### config.mk
export PLATFORM = sky130hd
export DESIGN_NAME = guess_player
export DESIGN_NICKNAME = d
export VERILOG_FILES = /design/src/rtl/guess_player.sv
export SDC_FILE = /design/constraint.sdc
export NUM_CORES = 1
export LEC_CHECK = 0
export BUFFER_PORTS_ARGS = -buffer_cell sky130_fd_sc_hd__buf_2
export CORE_MARGIN = 4
export CORE_UTILIZATION = 45
export DETAILED_ROUTE_END_ITERATION = 8
export PLACE_DENSITY = 0.63
export SLEW_MARGIN = 5
export SYNTH_ARGS = -nofsm -noshare
export SYNTH_HDL_FRONTEND = slang
export SYNTH_SLANG_ARGS = --single-unit
### constraint.sdc
create_clock -name clk -period 2.6 [get_ports clk]
set_clock_uncertainty 0.15 [all_clocks]
set_input_delay 0.52 -clock clk [delete_from_list [all_inputs] [get_ports clk]]
set_output_delay 0.52 -clock clk [all_outputs]
set_load 0.02 [all_outputs]
### src/rtl/guess_player.sv
`timescale 1ns/1ps
//------------------------------------------------------------------------------
// guess_player
//
// Purpose:
//   Automatic player for the Decision comparator. It finds the hidden
//   Correct_guess value by binary search. Each guess goes out on In_wr, and
//   the player waits for Decision's Result feedback before narrowing the
//   [lo, hi] search window.
//
// Configuration:
//   GUESS_TIMEOUT_EN (macro) - when defined, a WAIT state that has seen
//   Result=00 for TIMEOUT cycles ends the game in FAIL. When undefined, no
//   timer is built and WAIT waits indefinitely for a response.
//
// Parameters:
//   WIDTH   - guess width; must match Decision In_wr / Correct_guess.
//   TIMEOUT - WAIT cycles without a response before FAIL (timeout build only).
//
// Ports:
//   clk          in   system clock, rising edge
//   Reset        in   synchronous active-low reset
//   start        in   begin a new game (sampled in IDLE, DONE, FAIL)
//   Result[1:0]  in   00 none, 01 too low, 10 too high, 11 correct
//   In_wr        out  current guess to Decision
//   guess_valid  out  high in GUESS and WAIT
//   done         out  game won, held until restart
//   fail         out  contradiction or timeout, held until restart
//   found        out  winning guess, valid while done=1
//   attempts     out  guesses issued in the current game (WIDTH+1 bits)
//------------------------------------------------------------------------------
module guess_player #(
    parameter int WIDTH   = 2,
    parameter int TIMEOUT = 8
) (
    input  logic             clk,
    input  logic             Reset,
    input  logic             start,
    input  logic [1:0]       Result,
    output logic [WIDTH-1:0] In_wr,
    output logic             guess_valid,
    output logic             done,
    output logic             fail,
    output logic [WIDTH-1:0] found,
    output logic [WIDTH:0]   attempts
);

    typedef enum logic [2:0] {
        S_IDLE,
        S_GUESS,
        S_WAIT,
        S_DONE,
        S_FAIL
    } state_t;

    localparam logic [WIDTH-1:0] MAX_VAL = '1;
    localparam logic [WIDTH-1:0] ONE_W   = WIDTH'(1);
    localparam logic [WIDTH:0]   ONE_A   = (WIDTH+1)'(1);
    localparam logic [WIDTH:0]   MAX_ATT = '1;

    state_t           r_state;
    logic [WIDTH-1:0] r_lo;
    logic [WIDTH-1:0] r_hi;
    logic [WIDTH-1:0] r_in_wr;
    logic             r_guess_valid;
    logic             r_done;
    logic             r_fail;
    logic [WIDTH-1:0] r_found;
    logic [WIDTH:0]   r_attempts;

    logic [WIDTH:0]   w_sum;
    logic [WIDTH-1:0] w_mid;
    logic [WIDTH-1:0] w_in_inc;
    logic [WIDTH-1:0] w_in_dec;
    logic [WIDTH:0]   w_att_next;

    // The sum is one bit wider than the bounds, so (lo+hi)>>1 cannot overflow.
    assign w_sum      = {1'b0, r_lo} + {1'b0, r_hi};
    assign w_mid      = WIDTH'(w_sum >> 1);
    // These wrap only at the boundary values, and those cases are sent to
    // FAIL before either result is used.
    assign w_in_inc   = r_in_wr + ONE_W;
    assign w_in_dec   = r_in_wr - ONE_W;
    // The counter saturates. A consistent responder needs at most WIDTH+1
    // guesses, so this only protects against a misbehaving partner.
    assign w_att_next = (r_attempts == MAX_ATT) ? r_attempts : r_attempts + ONE_A;

`ifdef GUESS_TIMEOUT_EN
    localparam int TW = (TIMEOUT > 1) ? $clog2(TIMEOUT) : 1;
    localparam logic [TW-1:0] TIMER_LAST = TW'(TIMEOUT - 1);
    localparam logic [TW-1:0] ONE_T      = TW'(1);
    logic [TW-1:0] r_timer;
`else
    // TIMEOUT has no effect in this build; it is folded into a dead wire so
    // the parameter list stays the same in both builds.
    logic w_unused_timeout;
    assign w_unused_timeout = (TIMEOUT != 0);
`endif

    // NOTE: all state is updated with non-blocking assignments. Every branch
    // below reads the values from before the edge, so the order of statements
    // inside a branch does not matter.
    always_ff @(posedge clk) begin
        // NOTE: the reset is synchronous and clears every register, including
        // the search bounds. A reset taken mid-WAIT therefore never leaves a
        // half-updated window behind.
        if (!Reset) begin
            r_state       <= S_IDLE;
            r_lo          <= '0;
            r_hi          <= '0;
            r_in_wr       <= '0;
            r_guess_valid <= 1'b0;
            r_done        <= 1'b0;
            r_fail        <= 1'b0;
            r_found       <= '0;
            r_attempts    <= '0;
`ifdef GUESS_TIMEOUT_EN
            r_timer       <= '0;
`endif
        end else begin
            case (r_state)
                // A new game can start from idle or from either end state.
                // Restarting also clears the previous outcome.
                S_IDLE, S_DONE, S_FAIL: begin
                    if (start) begin
                        r_lo          <= '0;
                        r_hi          <= MAX_VAL;
                        r_attempts    <= '0;
                        r_done        <= 1'b0;
                        r_fail        <= 1'b0;
                        r_found       <= '0;
                        r_guess_valid <= 1'b1;
                        r_state       <= S_GUESS;
                    end
                end

                // Result is ignored here: it still answers the previous guess.
                S_GUESS: begin
                    r_in_wr    <= w_mid;
                    r_attempts <= w_att_next;
`ifdef GUESS_TIMEOUT_EN
                    r_timer    <= '0;
`endif
                    r_state    <= S_WAIT;
                end

                S_WAIT: begin
                    case (Result)
                        2'b11: begin
                            r_found       <= r_in_wr;
                            r_done        <= 1'b1;
                            r_guess_valid <= 1'b0;
                            r_state       <= S_DONE;
                        end
                        // Too low: the new window is [in_wr+1, hi]. It is
                        // empty if in_wr is already the largest value or if
                        // in_wr+1 > hi.
                        2'b01: begin
                            if (r_in_wr == MAX_VAL || w_in_inc > r_hi) begin
                                r_fail        <= 1'b1;
                                r_guess_valid <= 1'b0;
                                r_state       <= S_FAIL;
                            end else begin
                                r_lo    <= w_in_inc;
                                r_state <= S_GUESS;
                            end
                        end
                        // Too high: the new window is [lo, in_wr-1]. It is
                        // empty if in_wr is zero or if in_wr-1 < lo.
                        2'b10: begin
                            if (r_in_wr == '0 || w_in_dec < r_lo) begin
                                r_fail        <= 1'b1;
                                r_guess_valid <= 1'b0;
                                r_state       <= S_FAIL;
                            end else begin
                                r_hi    <= w_in_dec;
                                r_state <= S_GUESS;
                            end
                        end
                        default: begin
`ifdef GUESS_TIMEOUT_EN
                            // The timer reads TIMEOUT-1 during the TIMEOUT-th
                            // silent WAIT cycle, so the game gives up on that
                            // edge.
                            if (r_timer == TIMER_LAST) begin
                                r_fail        <= 1'b1;
                                r_guess_valid <= 1'b0;
                                r_state       <= S_FAIL;
                            end else begin
                                r_timer <= r_timer + ONE_T;
                            end
`endif
                        end
                    endcase
                end

                default: r_state <= S_IDLE;
            endcase
        end
    end

    assign In_wr       = r_in_wr;
    assign guess_valid = r_guess_valid;
    assign done        = r_done;
    assign fail        = r_fail;
    assign found       = r_found;
    assign attempts    = r_attempts;

endmodule

==> metrics.log, run 1 <==
INFO  metric dr_wl_met3 = 141 µm
INFO  metric yosysUniqueCellTypes = 44
INFO  metric ctsHtreeMaxLevel = 1
INFO  metric yosys_warnings = 0
INFO  metric worstReg2RegStart = In_wr[1]
INFO  metric kind_of_end_point_of_the_critical_path = flop
INFO  metric worst_slew_pin_slew = 0.5274 ns
INFO  metric ant_nets = 0
INFO  metric worst_r2r_path_depth = 8
INFO  metric crit_chain = inv_1 -> ha_1 -> inv_1 -> ha_1 -> a21boi_0 -> o21ai_1 -> a21boi_0 -> a311oi_1
INFO  metric drcViolationCount = 0
INFO  metric synth_area_leaders = dfxtp_1 (31%), ha_1 (11%), nand2_1 (4.1%), inv_1 (3.8%), a2111oi_0 (3.2%)
INFO  metric async_flop_share = 0%
INFO  metric layout_cell_share_with_drive_strength_beyond_1 = 19.18%
INFO  metric timing.critical_path.from_type = flop
INFO  metric floorplan.die.width = 57.30 µm
INFO  metric synth_seq_cells = 17
INFO  metric min-delay-start = found[0]
INFO  metric numCtsBuffers = 3
INFO  metric finalNetCount = 163
INFO  metric period_share = 90.67%
INFO  metric finalCriticalPeriod = 2.357 ns
INFO  metric avgSynthCellArea = 8.543 µm²
INFO  metric clock_tree.buffer_depth = 2
INFO  metric clkLatencyLatePin = 0.29 ns
INFO  metric dp_hpwl = 1991 µm
INFO  metric crit_path_max_fanout = 5
INFO  metric final.setup.tns = 0 ns
INFO  metric synth_sequential_area_ratio = 31.12%
INFO  metric top_level_ports = 15
INFO  metric layout.filler_cells = 214
INFO  metric maxCapViolCount = 0
INFO  metric synth_largest_type_area_fraction = 31.12%
INFO  metric static-leakage-power = 0.5254 nW
INFO  metric path_buf_inv = 2
INFO  metric antennaDiodeCount = 0
INFO  metric initial_antenna_violation_count = 0
INFO  metric placer_s_final_routability_congestion_estimate = 0.8271
INFO  metric synth_enable_flop_cells = 0
INFO  metric clkTransAtPathRegs = 0.11 ns
INFO  metric relSlewSlack = 64.79%
INFO  metric clock_tree_from_tritoncts = yes
INFO  metric timing.final.setup_violations = 0
INFO  metric initial_core_util = 48.50%
INFO  metric grt_use_total = 17.61%
INFO  metric outcome = finished clean
INFO  metric avgRoutedWirePerCell = 15.37 µm
INFO  metric core-area = 2255 µm²
INFO  metric drt_wl_total = 2674 µm
INFO  metric power_density = 771.6 nW/µm²
INFO  metric detail_route.first_pass.iterations = 4
INFO  metric drt_iter0_drc = 25
INFO  metric first_global_vias = 996
INFO  metric timing.reg2reg.setup_slack = 0.24 ns
INFO  metric finalHoldViolations = 0
INFO  metric fmaxAchievable = 0.4242 GHz
INFO  metric dr_wl_met2 = 1172 µm
INFO  metric route.detailed.vias_per_inst = 5.954
INFO  metric syn-cell-area = 1094 µm²
INFO  metric final_util = 54.94%
INFO  metric worst_ir_drop_on_vdd = 0.0004055 V
INFO  metric synth_top_flop_cell = dfxtp_1
INFO  metric highest-signal-layer = met4
INFO  metric vias = 1,036
INFO  metric final-max-slew-violation-count = 0
INFO  metric crit_path_max_incr_delay = 0.41 ns
INFO  metric hold-path-cell-count = 2
INFO  metric cpLargestDelayFamily = compound AO/OA/AOI/OAI gates
INFO  metric synth_fp_nets = 144
INFO  metric gr-total-overflow = 0
INFO  metric worstHoldPathType = flop to flop
INFO  metric timing.critical_path.slowest_stage_cell = dfxtp_1
INFO  metric clk_root_buffer_cell = clkbuf_4
INFO  metric synth_cells = 128
INFO  metric areaGrowthSynthToFinish = 13.27%
INFO  metric rsz0062_at_grt = no
INFO  metric crit_type = flop to flop
INFO  metric wl_on_met1 = 1283 µm
INFO  metric buffer_ports.inserted = 14
INFO  metric grt_pass1_wl = 4519 µm
INFO  metric worst-endpoint-required = 2.62 ns
INFO  metric dieArea = 3283 µm²
INFO  metric arrival = 2.37 ns
INFO  metric synth_area_leader_cell = dfxtp_1
INFO  metric pin_count_of_the_biggest_net_entering_global_routing = 19
INFO  metric clock-sinks = 17
INFO  metric reg2reg_to = guess_valid
INFO  metric row_count = 17
INFO  metric y_dimension_of_the_die = 57.30 µm
INFO  metric min_delay_worst_endpoint = found[0]
-- repair_timing --
item,CTS,global route
hold buffers,0,0
resized for setup,0,1
hold endpoints to repair,0,0
buffers inserted,0,0
endpoints found under the setup margin,0,4
-- cells by family (layout without fill, tap and decap cells) --
family,after synthesis,count (layout),synth area share (%)
compound gates,41,41,28.15
fa+ha+maj,11,11,13.27
buf+inv,16,34,5.720
flops,17,17,31.12
mux,1,1,0.9154
simple gates,42,42,20.83
-- per-stage QoR --
stage          hold slack, ns  instances  area, µm²  setup WS, ns  power, mW
6_report               0.3192        174       1239        0.2427     0.9557
5_1_grt                0.3619        174       1239       0.02610      1.034
4_1_cts                0.3256        174       1239        0.1146     0.9546
3_5_place_dp           0.3059        170       1211        0.1400     0.8000
3_3_place_gp           0.2924        170       1211        0.1857     0.7959
2_1_floorplan          0.3674        128       1094       0.08920     0.6749
-- worst register-to-register path, cell delays in order (launching register included) --
cell and delay [ns]:
dfxtp_1 0.41, inv_1 0.06, ha_1 0.32, inv_1 0.06, ha_1 0.26, a21boi_0 0.14
o21ai_1 0.29, a21boi_0 0.38, a311oi_1 0.16
-- sequential cells by signal, summed over array words and instances, names as in the netlist --
register and flops:
found 2, guess_valid 1, In_wr 2, r_lo 2, r_hi 2, attempts 3, done 1, fail 1
r_state 3
-- cell type report --
cell class / instances / area [µm²] / area share (%)
Multi-Input combinational cell: 95 / 690.7 / 55.76
Sequential cell: 17 / 340.3 / 27.47
Timing Repair Buffer: 18 / 100.1 / 8.081
Inverter: 12 / 45.04 / 3.636
Tap cell: 28 / 35.03 / 2.828
Clock buffer: 3 / 22.52 / 1.818
Clock inverter: 1 / 5.005 / 0.4040
-- how the worst max path moves through the flow --
stage          depth (start not counted)  slack (ns)           to      from
2_1_floorplan                          7        0.09         fail  In_wr[0]
3_3_place_gp                           8        0.19  guess_valid  In_wr[1]
3_5_place_dp                           8        0.14  guess_valid  In_wr[1]
4_1_cts                                8        0.11  guess_valid  In_wr[1]
5_1_grt                                8        0.03  guess_valid  In_wr[1]
6_report                               8        0.24  guess_valid  In_wr[1]
-- cell usage after synthesis, drive strengths merged, types with 2 or more instances --
master,n
a2111oi,4
a211o,2
a21boi,2
a21o,2
a21oi,5
a22oi,2
a2bb2oi,2
a31oi,4
clkbuf,3
dfxtp,17
ha,10
inv,11
nand2,12
nand2b,3
nand3,4
nand3b,3
nor2,7
nor2b,4
o21ai,5
o221a,2
o221ai,2
or3b,2
-- report_power, final --
part           internal [mW]  switching, mW
Clock                 0.0573         0.0920
Combinational          0.188          0.244
Sequential             0.303         0.0721
Total                  0.548          0.408
-- placed cells by master (no fill, tap or decap), types with 2 or more instances in the layout --
| cell type | Yosys | routed |
|---|---|---|
| a2111oi_0 | 4 | 4 |
| a211o_1 | 2 | 2 |
| a21boi_0 | 2 | 2 |
| a21o_1 | 2 | 2 |
| a21oi_1 | 5 | 5 |
| a22oi_1 | 2 | 2 |
| a2bb2oi_1 | 2 | 2 |
| a31oi_1 | 4 | 4 |
| buf_2 | 1 | 14 |
| buf_4 | 0 | 4 |
| clkbuf_4 | 0 | 3 |
| dfxtp_1 | 17 | 17 |
| ha_1 | 10 | 10 |
| inv_1 | 11 | 11 |
| nand2_1 | 12 | 12 |
| nand2b_1 | 3 | 3 |
| nand3_1 | 4 | 4 |
| nand3b_1 | 3 | 3 |
| nor2_1 | 7 | 7 |
| nor2b_1 | 4 | 4 |
| o21ai_0 | 5 | 4 |
| o221a_2 | 2 | 2 |
| o221ai_1 | 2 | 2 |
-- layer usage --
| layer | track usage [%] | vias up |
|---|---|---|
| met3 | 3.167 | 9 |
| met5 | 0 | - |
| li1 | - | 517 |
| met2 | 26.75 | 36 |
| met4 | 9.934 | 0 |
| met1 | 23.38 | 474 |
No activity file was read; power rests on OpenSTA's default activity.
==> run 2, diff against run 1 <==
- CORE_MARGIN: 4 -> default
==> metrics.log, run 2 (synthesis gave the netlist of run 1 again) <==
INFO  metric dieArea = 2631 µm² (-20%)
INFO  metric top_level_ports = 15 (unchanged)
INFO  metric fmaxAchievable = 0.4213 GHz (-0.69%)
INFO  metric clock_tree.buffer_depth = 2 (unchanged)
INFO  metric postCtsHoldBufs = 0 (unchanged)
INFO  metric clock_tree_from_tritoncts = yes
INFO  metric final-max-slew-violation-count = 0 (unchanged)
INFO  metric drcViolationCount = 0 (unchanged)
INFO  metric drt_iter0_drc = 27 (+8.0%)
INFO  metric clkTransAtPathRegs = 0.10 ns (about the same)
INFO  metric antennaDiodeCount = 0 (unchanged)
INFO  metric avgRoutedWirePerCell = 15.33 µm (-0.22%)
INFO  metric clk_root_buffer_cell = clkbuf_4
INFO  metric dp_hpwl = 1968 µm (-1.2%)
INFO  metric worst_ir_drop_on_vdd = 0.0004609 V (+14%)
INFO  metric timing.critical_path.from_type = flop
INFO  metric worst-endpoint-required = 2.62 ns (about the same)
INFO  metric drt_wl_total = 2668 µm (-0.22%)
INFO  metric y_dimension_of_the_die = 51.30 µm (-10%)
INFO  metric kind_of_end_point_of_the_critical_path = flop
INFO  metric switching_power_total = 403.2 µW (-1.2%)
INFO  metric outcome = finished clean
INFO  metric clkLatencyLatePin = 0.29 ns (about the same)
INFO  metric relSlewSlack = 64.66% (-0.13 points)
INFO  metric pwr-share-comb = 45.3% (+0.2 points)
INFO  metric arrival = 2.39 ns (+0.02 ns)
INFO  metric power_switching_share = 42.33% (-0.36 points)
INFO  metric core-area = 2255 µm² (unchanged)
INFO  metric final.setup.tns = 0 ns (unchanged)
INFO  metric rsz0062_at_grt = no
INFO  metric gr-total-overflow = 0 (unchanged)
INFO  metric grt_pass1_wl = 4429 µm (-2.0%)
INFO  metric numCtsBuffers = 3 (unchanged)
INFO  metric initial_antenna_violation_count = 0 (unchanged)
INFO  metric finalHoldViolations = 0 (unchanged)
INFO  metric layout_common_cells = dfxtp_1 (17), buf_2 (14), nand2_1 (12), inv_1 (11), ha_1 (10)
INFO  metric buffer_ports.inserted = 14 (unchanged)
INFO  metric static-leakage-power = 0.5227 nW (-0.52%)
INFO  metric finalCriticalPeriod = 2.374 ns (+0.01643 ns)
INFO  metric placer_s_final_routability_congestion_estimate = 0.8400 (+1.6%)
INFO  metric first_global_vias = 904 (-9.2%)
INFO  metric initial_core_util = 48.50% (unchanged)
INFO  metric finalWorstSetupSlack = 0.2263 ns (-0.01643 ns)
INFO  metric ctsHtreeMaxLevel = 1 (unchanged)
INFO  metric layout_cell_share_with_drive_strength_beyond_1 = 18.49% (-0.68 points)
INFO  metric floorplan.die.width = 51.30 µm (-10%)
INFO  metric crit_type = flop to flop
INFO  metric row_count = 17 (unchanged)
INFO  metric areaGrowthSynthToFinish = 13.16%
INFO  metric power_density = 769.7 nW/µm² (-0.24%)
INFO  metric worstHoldPathType = flop to flop
INFO  metric crit_path_max_fanout = 5 (unchanged)
INFO  metric maxCapViolCount = 0 (unchanged)
INFO  metric clock-sinks = 17 (unchanged)
INFO  metric period_share = 91.30% (+0.63 points)
INFO  metric worst_slew_pin_slew = 0.5294 ns (+0.001970 ns)
INFO  metric layout_commonest_cell = dfxtp_1
INFO  metric detailedPlace.worstSlack = 0.06988 ns (-0.07017 ns)
INFO  metric vias = 1,067 (+3.0%)
INFO  metric timing.final.setup_violations = 0 (unchanged)
INFO  metric seqPwrFrac = 39.5% (+0.3 points)
INFO  metric finalNetCount = 163 (unchanged)
INFO  metric route.detailed.vias_per_inst = 6.132 (+3.0%)
INFO  metric internal-power = 549.3 µW (+0.29%)
INFO  metric clockPowerShare = 15.2% (-0.4 points)
INFO  metric grt_use_total = 23.47% (+5.9 points)
INFO  metric detail_route.first_pass.iterations = 4 (unchanged)
INFO  metric hold_ws = 0.3203 ns (+0.001107 ns)
INFO  metric ant_nets = 0 (unchanged)
INFO  metric pin_count_of_the_biggest_net_entering_global_routing = 19 (unchanged)
[run 2: metrics by stage]
stage / instances / utilization [%] / power (mW) / cell area, µm²
floorplan: 128 / - / 0.6749 / 1094
CTS: 174 / 54.88 / 0.9520 / 1237
global placement: 170 / 53.72 / 0.7963 / 1211
finish: 174 / 54.88 / 0.9524 / 1237
global route: 174 / 54.88 / 1.031 / 1237
detailed placement: 170 / 53.72 / 0.8046 / 1211
[run 2: final timing paths]
kind                            startpoint          end  slack [ns]  depth (start not counted)
worst max-delay path              In_wr[1]  guess_valid        0.23                          8
worst min-delay path              found[0]     found[0]        0.32                          2
worst max register to register    In_wr[1]  guess_valid        0.23                          8
worst min register to register    found[0]     found[0]        0.32                          2
[run 2: routing by layer]
| layer | up-vias | track usage [%] | share of wire (%) |
|---|---|---|---|
| met5 | - | 0 | 0 |
| met3 | 6 | 7.143 | 6.4 |
| met4 | 0 | 9.910 | 2.1 |
| met1 | 510 | 32.36 | 47 |
| met2 | 41 | 33.55 | 45 |
| li1 | 510 | - | - |
[run 2: power groups by stage]
| stage | Clock, mW | Combinational (mW) | Sequential, mW |
|---|---|---|---|
| 2_1_floorplan | 0 | 0.309 | 0.366 |
| 3_3_place_gp | 0 | 0.418 | 0.378 |
| 3_5_place_dp | 0 | 0.425 | 0.380 |
| 4_1_cts | 0.150 | 0.428 | 0.374 |
| 5_1_grt | 0.165 | 0.482 | 0.385 |
| 6_report | 0.145 | 0.431 | 0.376 |
[run 2: cell type report]
| class | instances | area [µm²] |
|---|---|---|
| Clock buffer | 4 | 26.28 |
| Tap cell | 28 | 35.03 |
| Fill cell | 219 | 1017 |
| Inverter | 12 | 45.04 |
| Timing Repair Buffer | 18 | 100.1 |
| Sequential cell | 17 | 340.3 |
| Multi-Input combinational cell | 95 | 690.7 |
[run 2: critical path, stage by stage, from the launching register on]
cell	delay [ns]
dfxtp_1	0.41
inv_1	0.06
ha_1	0.33
inv_1	0.06
ha_1	0.25
a21boi_0	0.14
o21ai_1	0.33
a21boi_0	0.37
a311oi_1	0.15
[run 2: repair_timing]
| item | CTS | global route |
|---|---|---|
| resized for setup | 0 | 1 |
| setup buffers | 0 | 0 |
| hold endpoints to repair | 0 | 0 |
| endpoints found under the setup margin | 0 | 5 |
